<file path="config.mk">
export PLATFORM = sky130hd
export DESIGN_NAME = least_load_dispatch4
export DESIGN_NICKNAME = d
export VERILOG_FILES = /design/src/rtl/lld_pkg.sv /design/src/rtl/min4_sel.sv /design/src/rtl/least_load_dispatch4.sv
export SDC_FILE = /design/constraint.sdc
export NUM_CORES = 1
export LEC_CHECK = 0
export ABC_AREA = 1
export CAP_MARGIN = 40
export CORE_MARGIN = 4
export CORE_UTILIZATION = 37
export CTS_CLUSTER_DIAMETER = 200
export DETAILED_ROUTE_END_ITERATION = 7
export PLACE_DENSITY_LB_ADDON = 0.15
export SYNTH_ARGS = -nofsm -noshare
export SYNTH_HDL_FRONTEND = slang
export SYNTH_HIERARCHICAL = 1
export SYNTH_SLANG_ARGS = --single-unit
</file>
<file path="constraint.sdc">
create_clock -name clk -period 5.9 [get_ports clk]
set_clock_uncertainty 0.2 [all_clocks]
set_input_delay 1.18 -clock clk [delete_from_list [all_inputs] [get_ports clk]]
set_output_delay 1.18 -clock clk [all_outputs]
set_load 0.03 [all_outputs]
</file>
<file path="src/rtl/lld_pkg.sv">
// Shared types and the argmin helper for the least-load dispatcher.
package lld_pkg;

   localparam int unsigned N_WORKERS = 4;
   localparam int unsigned CNT_MAX_W = 32;

   typedef logic [1:0]           wid_t;
   typedef logic [CNT_MAX_W-1:0] cnt_ext_t;

   typedef enum logic {
      OREG_EMPTY = 1'b0,
      OREG_FULL  = 1'b1
   } oreg_state_e;

   // Strict less-than keeps the earlier index on a tie.
   function automatic wid_t argmin4(input cnt_ext_t c0, input cnt_ext_t c1,
                                    input cnt_ext_t c2, input cnt_ext_t c3);
      wid_t     best;
      cnt_ext_t best_v;
      best   = 2'd0;
      best_v = c0;
      if (c1 < best_v) begin
         best   = 2'd1;
         best_v = c1;
      end
      if (c2 < best_v) begin
         best   = 2'd2;
         best_v = c2;
      end
      if (c3 < best_v) begin
         best   = 2'd3;
      end
      return best;
   endfunction

endpackage

</file>
<file path="src/rtl/min4_sel.sv">
// Combinational pick of the worker with the fewest outstanding jobs.
module min4_sel
   import lld_pkg::*;
#(
   parameter int unsigned W = 12
) (
   input  logic [N_WORKERS*W-1:0] cnt,
   output wid_t                   sel
);

   assign sel = argmin4(CNT_MAX_W'(cnt[0*W +: W]),
                        CNT_MAX_W'(cnt[1*W +: W]),
                        CNT_MAX_W'(cnt[2*W +: W]),
                        CNT_MAX_W'(cnt[3*W +: W]));

endmodule

</file>
<file path="src/rtl/least_load_dispatch4.sv">
// Dispatches jobs to the least-loaded of 4 workers and tracks outstanding counts.
// Define DISPATCH_STATS_EN to add the 32-bit accepted-job counter output `total`.
module least_load_dispatch4
   import lld_pkg::*;
#(
   parameter int unsigned W      = 12,
   parameter int unsigned DATA_W = 16
) (
   input  logic                   clk,
   input  logic                   rst_n,
   input  logic                   in_valid,
   input  logic [DATA_W-1:0]      in_data,
   output logic                   in_ready,
   output logic                   out_valid,
   output logic [DATA_W-1:0]      out_data,
   output logic [1:0]             out_id,
   input  logic                   out_ready,
   input  logic [N_WORKERS-1:0]   done,
   output logic [N_WORKERS*W-1:0] outst,
   output logic                   err
`ifdef DISPATCH_STATS_EN
   ,
   output logic [31:0]            total
`endif
);

   localparam logic [W-1:0] CNT_FULL = '1;

   oreg_state_e            state_q, state_d;
   logic [DATA_W-1:0]      data_q, data_d;
   wid_t                   id_q, id_d;
   logic [N_WORKERS*W-1:0] cnt_q, cnt_d;
   logic                   err_q, err_d;

   logic [W-1:0]           cnt_arr [N_WORKERS];
   logic [N_WORKERS-1:0]   inc, dec;
   wid_t                   sel;
   logic                   accept;

   min4_sel #(.W(W)) u_min4_sel (
      .cnt (cnt_q),
      .sel (sel)
   );

   always_comb begin
      for (int unsigned k = 0; k < N_WORKERS; k++) begin
         cnt_arr[k] = cnt_q[k*W +: W];
      end
   end

   assign in_ready = ((state_q == OREG_EMPTY) | out_ready) & (cnt_arr[sel] != CNT_FULL);
   assign accept   = in_valid & in_ready;

   // A done arriving with the same worker's dispatch cancels it, even at count 0.
   always_comb begin
      inc = '0;
      dec = '0;
      for (int unsigned k = 0; k < N_WORKERS; k++) begin
         inc[k] = accept & (sel == wid_t'(k));
         dec[k] = done[k] & ((cnt_arr[k] != '0) | inc[k]);
      end
   end

   always_comb begin
      cnt_d = cnt_q;
      err_d = err_q;
      for (int unsigned k = 0; k < N_WORKERS; k++) begin
         if (inc[k] & ~dec[k]) begin
            cnt_d[k*W +: W] = cnt_arr[k] + W'(1);
         end else if (dec[k] & ~inc[k]) begin
            cnt_d[k*W +: W] = cnt_arr[k] - W'(1);
         end
         if (done[k] & ~dec[k]) begin
            err_d = 1'b1;
         end
      end
   end

   // Output register FSM: EMPTY/FULL with back-to-back reload.
   always_comb begin
      state_d = state_q;
      data_d  = data_q;
      id_d    = id_q;
      unique case (state_q)
         OREG_EMPTY: begin
            if (accept) begin
               state_d = OREG_FULL;
               data_d  = in_data;
               id_d    = sel;
            end
         end
         OREG_FULL: begin
            if (accept) begin
               data_d = in_data;
               id_d   = sel;
            end else if (out_ready) begin
               state_d = OREG_EMPTY;
            end
         end
         default: state_d = OREG_EMPTY;
      endcase
   end

   always_ff @(posedge clk or negedge rst_n) begin
      if (!rst_n) begin
         state_q <= OREG_EMPTY;
         data_q  <= '0;
         id_q    <= '0;
         cnt_q   <= '0;
         err_q   <= 1'b0;
      end else begin
         state_q <= state_d;
         data_q  <= data_d;
         id_q    <= id_d;
         cnt_q   <= cnt_d;
         err_q   <= err_d;
      end
   end

   assign out_valid = (state_q == OREG_FULL);
   assign out_data  = data_q;
   assign out_id    = id_q;
   assign outst     = cnt_q;
   assign err       = err_q;

`ifdef DISPATCH_STATS_EN
   logic [31:0] total_q, total_d;

   always_comb begin
      total_d = total_q + 32'(accept);
   end

   always_ff @(posedge clk or negedge rst_n) begin
      if (!rst_n) begin
         total_q <= '0;
      end else begin
         total_q <= total_d;
      end
   end

   assign total = total_q;
`endif

endmodule

</file>
After elaboration in Yosys (flattened, before gate mapping)
Index checks and enable logic that the tools add are counted.
{"block": "totals", "out_inout_bits": 69, "regBits": 68, "elab_cells": 97, "ramBits": 0, "latch_bits": 0, "memories": 0, "rom_bits": 0}
{"block": "op_classes", "n_mux": 26, "n_div": 0, "mul": 0, "eq_ne": 4, "add_sub_neg": 8, "magnitude_cmp": 4, "n_reduce_logical": 10, "n_shift": 0, "bitwise": 37}
{"op": "two-way mux 12 bit", "n": 12}
{"op": "adder 12 x 1 -> 12 bit (second input constant)", "n": 4}
{"op": "nonzero test 12 bit", "n": 4}
{"op": "subtractor 12 x 1 -> 12 bit (second input constant)", "n": 4}
{"op": "less-than comparator 12 bit", "n": 3}
{"op": "binary-select mux 12 bit (select 2 bit)", "n": 1}
{"op": "AND 1 bit", "n": 22}
{"op": "two-way mux 16 bit", "n": 1}
{"op": "inequality test 12 bit (second input constant)", "n": 1}
{"op": "NOT 1 bit", "n": 9}
{"op": "two-way mux 1 bit", "n": 8}
{"op": "nonzero test 2 bit", "n": 4}
{"op": "two-way mux 2 bit", "n": 3}
{"op": "bitwise OR 1 bit", "n": 5}
{"op": "== test 2 bit (second input constant)", "n": 2}
{"op": "nonzero test 4 bit", "n": 1}
{"op": "greater-or-equal comparator 3 bit (second input constant)", "n": 1}
{"op": "NOT 2 -> 3 bit", "n": 1}
{"op": "== test 2 x 1 -> 1 bit (second input constant)", "n": 1}
{"op": "logical NOT 2 bit", "n": 1}
{"op": "case mux 1 bit (2 select lines)", "n": 1}

Longest topological paths before layout
{"block": "depth", "word_depth": 22, "mapped_depth": 59, "mapped_depth_nobuf": 56}

By module
Netlist, hierarchy kept.
{"module": "least_load_dispatch4", "area_per_inst_um2": 5870.6, "cells_each": 973, "n_inst": 1}
{"module": "min4_sel", "area_per_inst_um2": 1076.0, "cells_each": 187, "n_inst": 1}

Least setup slack after synthesis
Ideal clock, no wire load.
{"block": "synth_timing", "kind": "register -> register", "startpoint": "register cnt_q[11] (netlist: outst[11])", "endpoint": "register cnt_q[23] (netlist: outst[23])", "path_stages_with_launch": 55, "required_time_ns": 5.581, "arrival_ns": 6.155, "path_buffers": 5, "path_slack_ns": -0.573, "path_cell_list": "dfrtp_1 > inv_1 > ha_1 > nand2_1 > nor2_2 > nand2_1 > nor2_2 > nand2_2 > nand2_2 > clkbuf_1 > nand2_1 > o21ai_0 > ha_1 > a21oi_1 > nor2_1 > a211oi_1 > nand2_4 > clkbuf_1 > (+19 left out) > nand3_4 > nand3_4 > nor2_4 > nand2_2 > buf_6 > ha_1 > nand3_1 > nand2_1 > inv_1 > nand2_1 > nand2_1 > nand2_1 > inv_2 > nand2_1 > nand2_1 > nand2_1 > nand2_1 > nand2_1"}
{"block": "synth_between", "elab_chain_len": 19}
{"item": "start: declaration", "line": "least_load_dispatch4.sv:32", "rtl": "logic [N_WORKERS*W-1:0] cnt_q, cnt_d;"}
{"item": "start signal: assignment", "line": "least_load_dispatch4.sv:115", "rtl": "cnt_q <= cnt_d;"}
{"item": "less-than comparator 12 bit", "line": "lld_pkg.sv:22", "rtl": "if (c1 < best_v) begin"}
{"item": "two-way mux 12 bit", "line": "lld_pkg.sv:22"}
{"item": "less-than comparator 12 bit", "line": "lld_pkg.sv:26", "rtl": "if (c2 < best_v) begin"}
{"item": "two-way mux 12 bit", "line": "lld_pkg.sv:26"}
{"item": "less-than comparator 12 bit", "line": "lld_pkg.sv:30", "rtl": "if (c3 < best_v) begin"}
{"item": "two-way mux 2 bit *", "line": "lld_pkg.sv:30"}
{"item": "named net sel[0]", "line": "least_load_dispatch4.sv:37", "rtl": "wid_t sel;"}
{"item": "NOT 2 -> 3 bit (not written as such)", "line": "least_load_dispatch4.sv:51", "rtl": "assign in_ready = ((state_q == OREG_EMPTY) | out_ready) & (cnt_arr[sel] != CNT_FULL);"}
{"item": "(+4 left out)"}
{"item": "AND 1 bit", "line": "least_load_dispatch4.sv:51"}
{"item": "AND 1 bit", "line": "least_load_dispatch4.sv:52", "rtl": "assign accept = in_valid & in_ready;"}
{"item": "AND 1 bit *", "line": "least_load_dispatch4.sv:59", "rtl": "inc[k] = accept & (sel == wid_t'(k));"}
{"item": "bitwise OR 1 bit", "line": "least_load_dispatch4.sv:60", "rtl": "dec[k] = done[k] & ((cnt_arr[k] != '0) | inc[k]);"}
{"item": "AND 1 bit", "line": "least_load_dispatch4.sv:60"}
{"item": "NOT 1 bit", "line": "least_load_dispatch4.sv:68", "rtl": "if (inc[k] & ~dec[k]) begin"}
{"item": "AND 1 bit", "line": "least_load_dispatch4.sv:68"}
{"item": "two-way mux 12 bit / nonzero test 2 bit (equally long branches)"}
The timed path passes the listed nets; every way through them passes the cells marked *. The select of a mux whose other input is x is not followed.
A chain may end at the register's enable or synchronous reset.

Worst setup path in the final report
{"block": "layout_timing", "startpoint": "register cnt_q[10] (netlist: outst[10])", "endpoint": "output in_ready"}
{"block": "layout_between", "elab_chain_len": 12}
{"item": "less-than comparator 12 bit", "line": "lld_pkg.sv:22"}
{"item": "two-way mux 12 bit", "line": "lld_pkg.sv:22"}
{"item": "less-than comparator 12 bit", "line": "lld_pkg.sv:26"}
{"item": "two-way mux 12 bit", "line": "lld_pkg.sv:26"}
{"item": "less-than comparator 12 bit", "line": "lld_pkg.sv:30"}
{"item": "two-way mux 2 bit *", "line": "lld_pkg.sv:30"}
{"item": "named net sel[0]", "line": "least_load_dispatch4.sv:37"}
{"item": "NOT 2 -> 3 bit (not written as such) *", "line": "least_load_dispatch4.sv:51"}
{"item": "binary-select mux 12 bit (select 2 bit) *", "line": "least_load_dispatch4.sv:51"}
{"item": "two-way mux 12 bit (not written as such) * (2 in a row)", "line": "least_load_dispatch4.sv:51"}
{"item": "inequality test 12 bit *", "line": "least_load_dispatch4.sv:51"}
{"item": "AND 1 bit *", "line": "least_load_dispatch4.sv:51"}
{"item": "end: declaration", "line": "least_load_dispatch4.sv:13", "rtl": "output logic in_ready,"}
Marked as above.

==> summary.txt <==
Synthesis
  – Post-synthesis async set-or-reset flop share: 100%
  – Mapped Avg Cell Area: 5.99 um2
  – Post-synthesis cell type count: 34
  – Most used DFF post-synth: dfrtp_1
  – Synth top cells by count: nand2_1, inv_1, nand3_1, dfrtp_1, nor2_1
  – Top cells by area, synth: nand2_1, dfrtp_1, ha_1
  – Synth Instances: 1160
  – Post-synthesis sequential area ratio: 24.5%
  – Yosys Warn Count: 6
  – Number of synthesized register bits: 68
  – Yosys top cell by area: nand2_1
  – Number of synthesized flops with an enable pin: 0
  – Syn_nets: 1233
  – Top cell type's share of synthesized area: 27.2%
  – Cell Area, Synth: roughly 6900 um2
  – Most common cell in the netlist: nand2_1

Worst setup path
  – CP Class: register to output pin
  – WP data arrival: about 5.3 ns
  – CP startpoint: outst[10]
  – Most used cell, CP: nand2_1
  – Reg2reg start: outst[10]
  – CP max stage delay: 0.40 ns
  – Slowest-stage cell, CP: dfrtp_2
  – CP endpoint kind: output pin
  – Crit path to: in_ready
  – Reg-to-Reg End: outst[32]
  – CP Launch Type: register
  – Worst Path Required: 4.52 ns
  – Reg2Reg Depth: 57
  – Flop2flop setup slack: -0.62 ns
  – Crit path max fanout: 8

Routing
  – Avg WL per Cell: around 16 um
  – # DRC: 0
  – Drt total wl: 27600 um
  – Drt via density: 5.11
  – Initial DRC Count: 574
  – DR vias: 8745
  – First-pass detailed-route iteration total: 5
  – Antenna Violating Nets Remaining: 0

Global route
  – Gr ovfl total: 0
  – Vias in the first global route: 8525
  – First-pass GRT wire length: between 40000 and 50000 um
  – Largest net degree at the start of global routing: 37
  – Gr usage total: between 20% and 30%
  – Initial antenna violation count: 0

Floorplanning
  – I/O pin count: 93
  – DIE HEIGHT: 145 um
  – Die Wd: 145 um
  – Die area: 21000 um2
  – Core area: roughly 18000 um2
  – Initial Utilization: 38.2%
  – Rows: 49

Place
  – Dpl cells: 1645
  – Final GP Congestion: 0.918
  – IO Port Bufs: 92
  – DP HPWL: between 15000 and 20000 um

Run status
  – Failing checks: negative setup slack
  – Status: finished, violations left

Final layout
  – Nets: between 1500 and 2000
  – FILL cells: 1639
  – Antenna diode count: 0
  – Area grow syn2layout: 65.3%
  – Layout cell share with drive strength beyond 1: 37.6%
  – Cell Count, Final, Fillers Out: about 1700

STA
  – Final setup margin: -0.781 ns
  – Final Setup Violations: 49
  – Worst slew pin tran: 0.805 ns
  – Total negative setup slack: -21.24 ns
  – RSZ-0062 raised after global routing: true
  – Final period util: 113%
  – Final Critical Period: 6.68 ns
  – Max-slew violation count: 0
  – Peak Freq: 0.150 GHz
  – Slew headroom: 45.6%
  – Fin. Hold Viols: 0

Clock tree
  – Maximum level of the CTS H-tree: 3
  – Clock Path Buffers: 2
  – CTS tree: done
  – Clk Latency, worst-skew pair: 0.35 ns
  – CTS sink cnt: 68
  – Clk slew on worst S/H paths: roughly 0.06 ns
  – CTS buffer count: 9
  – Clk root buf: clkbuf_16

Hold path
  – Hold crit path type: register to register
  – WHS Path Cells: 2

Run
  – Max cap viols: 0
cells in the final DEF (no fill, tap or decap), drive strengths merged, types with 10 or more instances in the layout:
master         instances
nand2                532
buf                  232
inv                  158
nand3                101
clkdlybuf4s50         90
nor2                  82
dfrtp                 68
o21ai                 65
ha                    49
a21oi                 21
clkbuf                12
xor2                  10
worst min-delay path by stage:
stage           startpoint          end  slack, ns
6_report       out_data[2]  out_data[2]       0.28
5_1_grt        out_data[1]  out_data[1]       0.30
4_1_cts        out_data[6]  out_data[6]       0.28
3_5_place_dp   out_data[2]  out_data[2]       0.26
3_3_place_gp   out_data[7]  out_data[7]       0.26
2_1_floorplan    outst[11]    outst[11]       0.42
critical path: cells and delay by family, from the launching register on:
family          cells  cell delay, ns
buf+inv             8            0.80
flops               1            0.40
fa+ha+maj           3            0.80
simple gates       28            2.43
compound gates      4            0.53
routing by layer:
layer	share of wire [%]	global-route usage [%]	up-vias
met1	45	33.0	4076
met3	6.2	4.83	61
li1	-	-	4312
met2	47	41.5	296
met5	0	0	-
met4	2.6	8.50	0
registers in the layout, indices dropped and copies added (netlist names):
signal / flops
outst: 48
out_data: 16
out_id: 2
err: 1
out_valid: 1
metrics by stage:
| step | instance area, um2 | utilization [%] | hold WS [ns] | setup WS [ns] |
|---|---|---|---|---|
| after detailed placement | 9710 | 53.3 | 0.265 | -0.742 |
| after CTS | 11100 | 60.8 | 0.281 | -0.546 |
| after global routing | 11500 | 63.1 | 0.297 | -1.04 |
| after floorplan | 7250 | - | 0.422 | -0.150 |
| final | 11500 | 63.1 | 0.281 | -0.781 |
| after global placement | 9690 | 53.2 | 0.262 | -0.675 |
layout make-up:
type | instances | area (um2) | area share [%]
Multi-Input combinational cell | 914 | 5690 | 49.5
Clock inverter | 6 | 65.1 | 0.567
Clock buffer | 10 | 229 | 1.99
Timing Repair Buffer | 324 | 2850 | 24.8
Inverter | 158 | 616 | 5.36
Sequential cell | 68 | 1730 | 15.0
Tap cell | 229 | 287 | 2.50
Timing Repair inverter | 3 | 25.0 | 0.218
kinds of logic (layout without fill, tap and decap cells):
kind of cell	Yosys count	after routing	share of synthesized area, %
flops	68	68	24.5
compound gates	107	107	8.65
simple gates	738	743	45.4
fa+ha+maj	49	49	8.83
buf+inv	183	501	10.8
xor+xnor	15	15	1.89
repair_timing:
action,4_1_cts,5_1_grt
pin swaps,82,40
cloned,6,6
endpoints found under the setup margin,66,69
buffers inserted,33,8
hold buffers,0,0
resized for setup,225,63
endpoints found under the hold margin,0,0
Power is not shown: default switching activity piles up to over one toggle a cycle in this logic, so the estimate is an artifact.
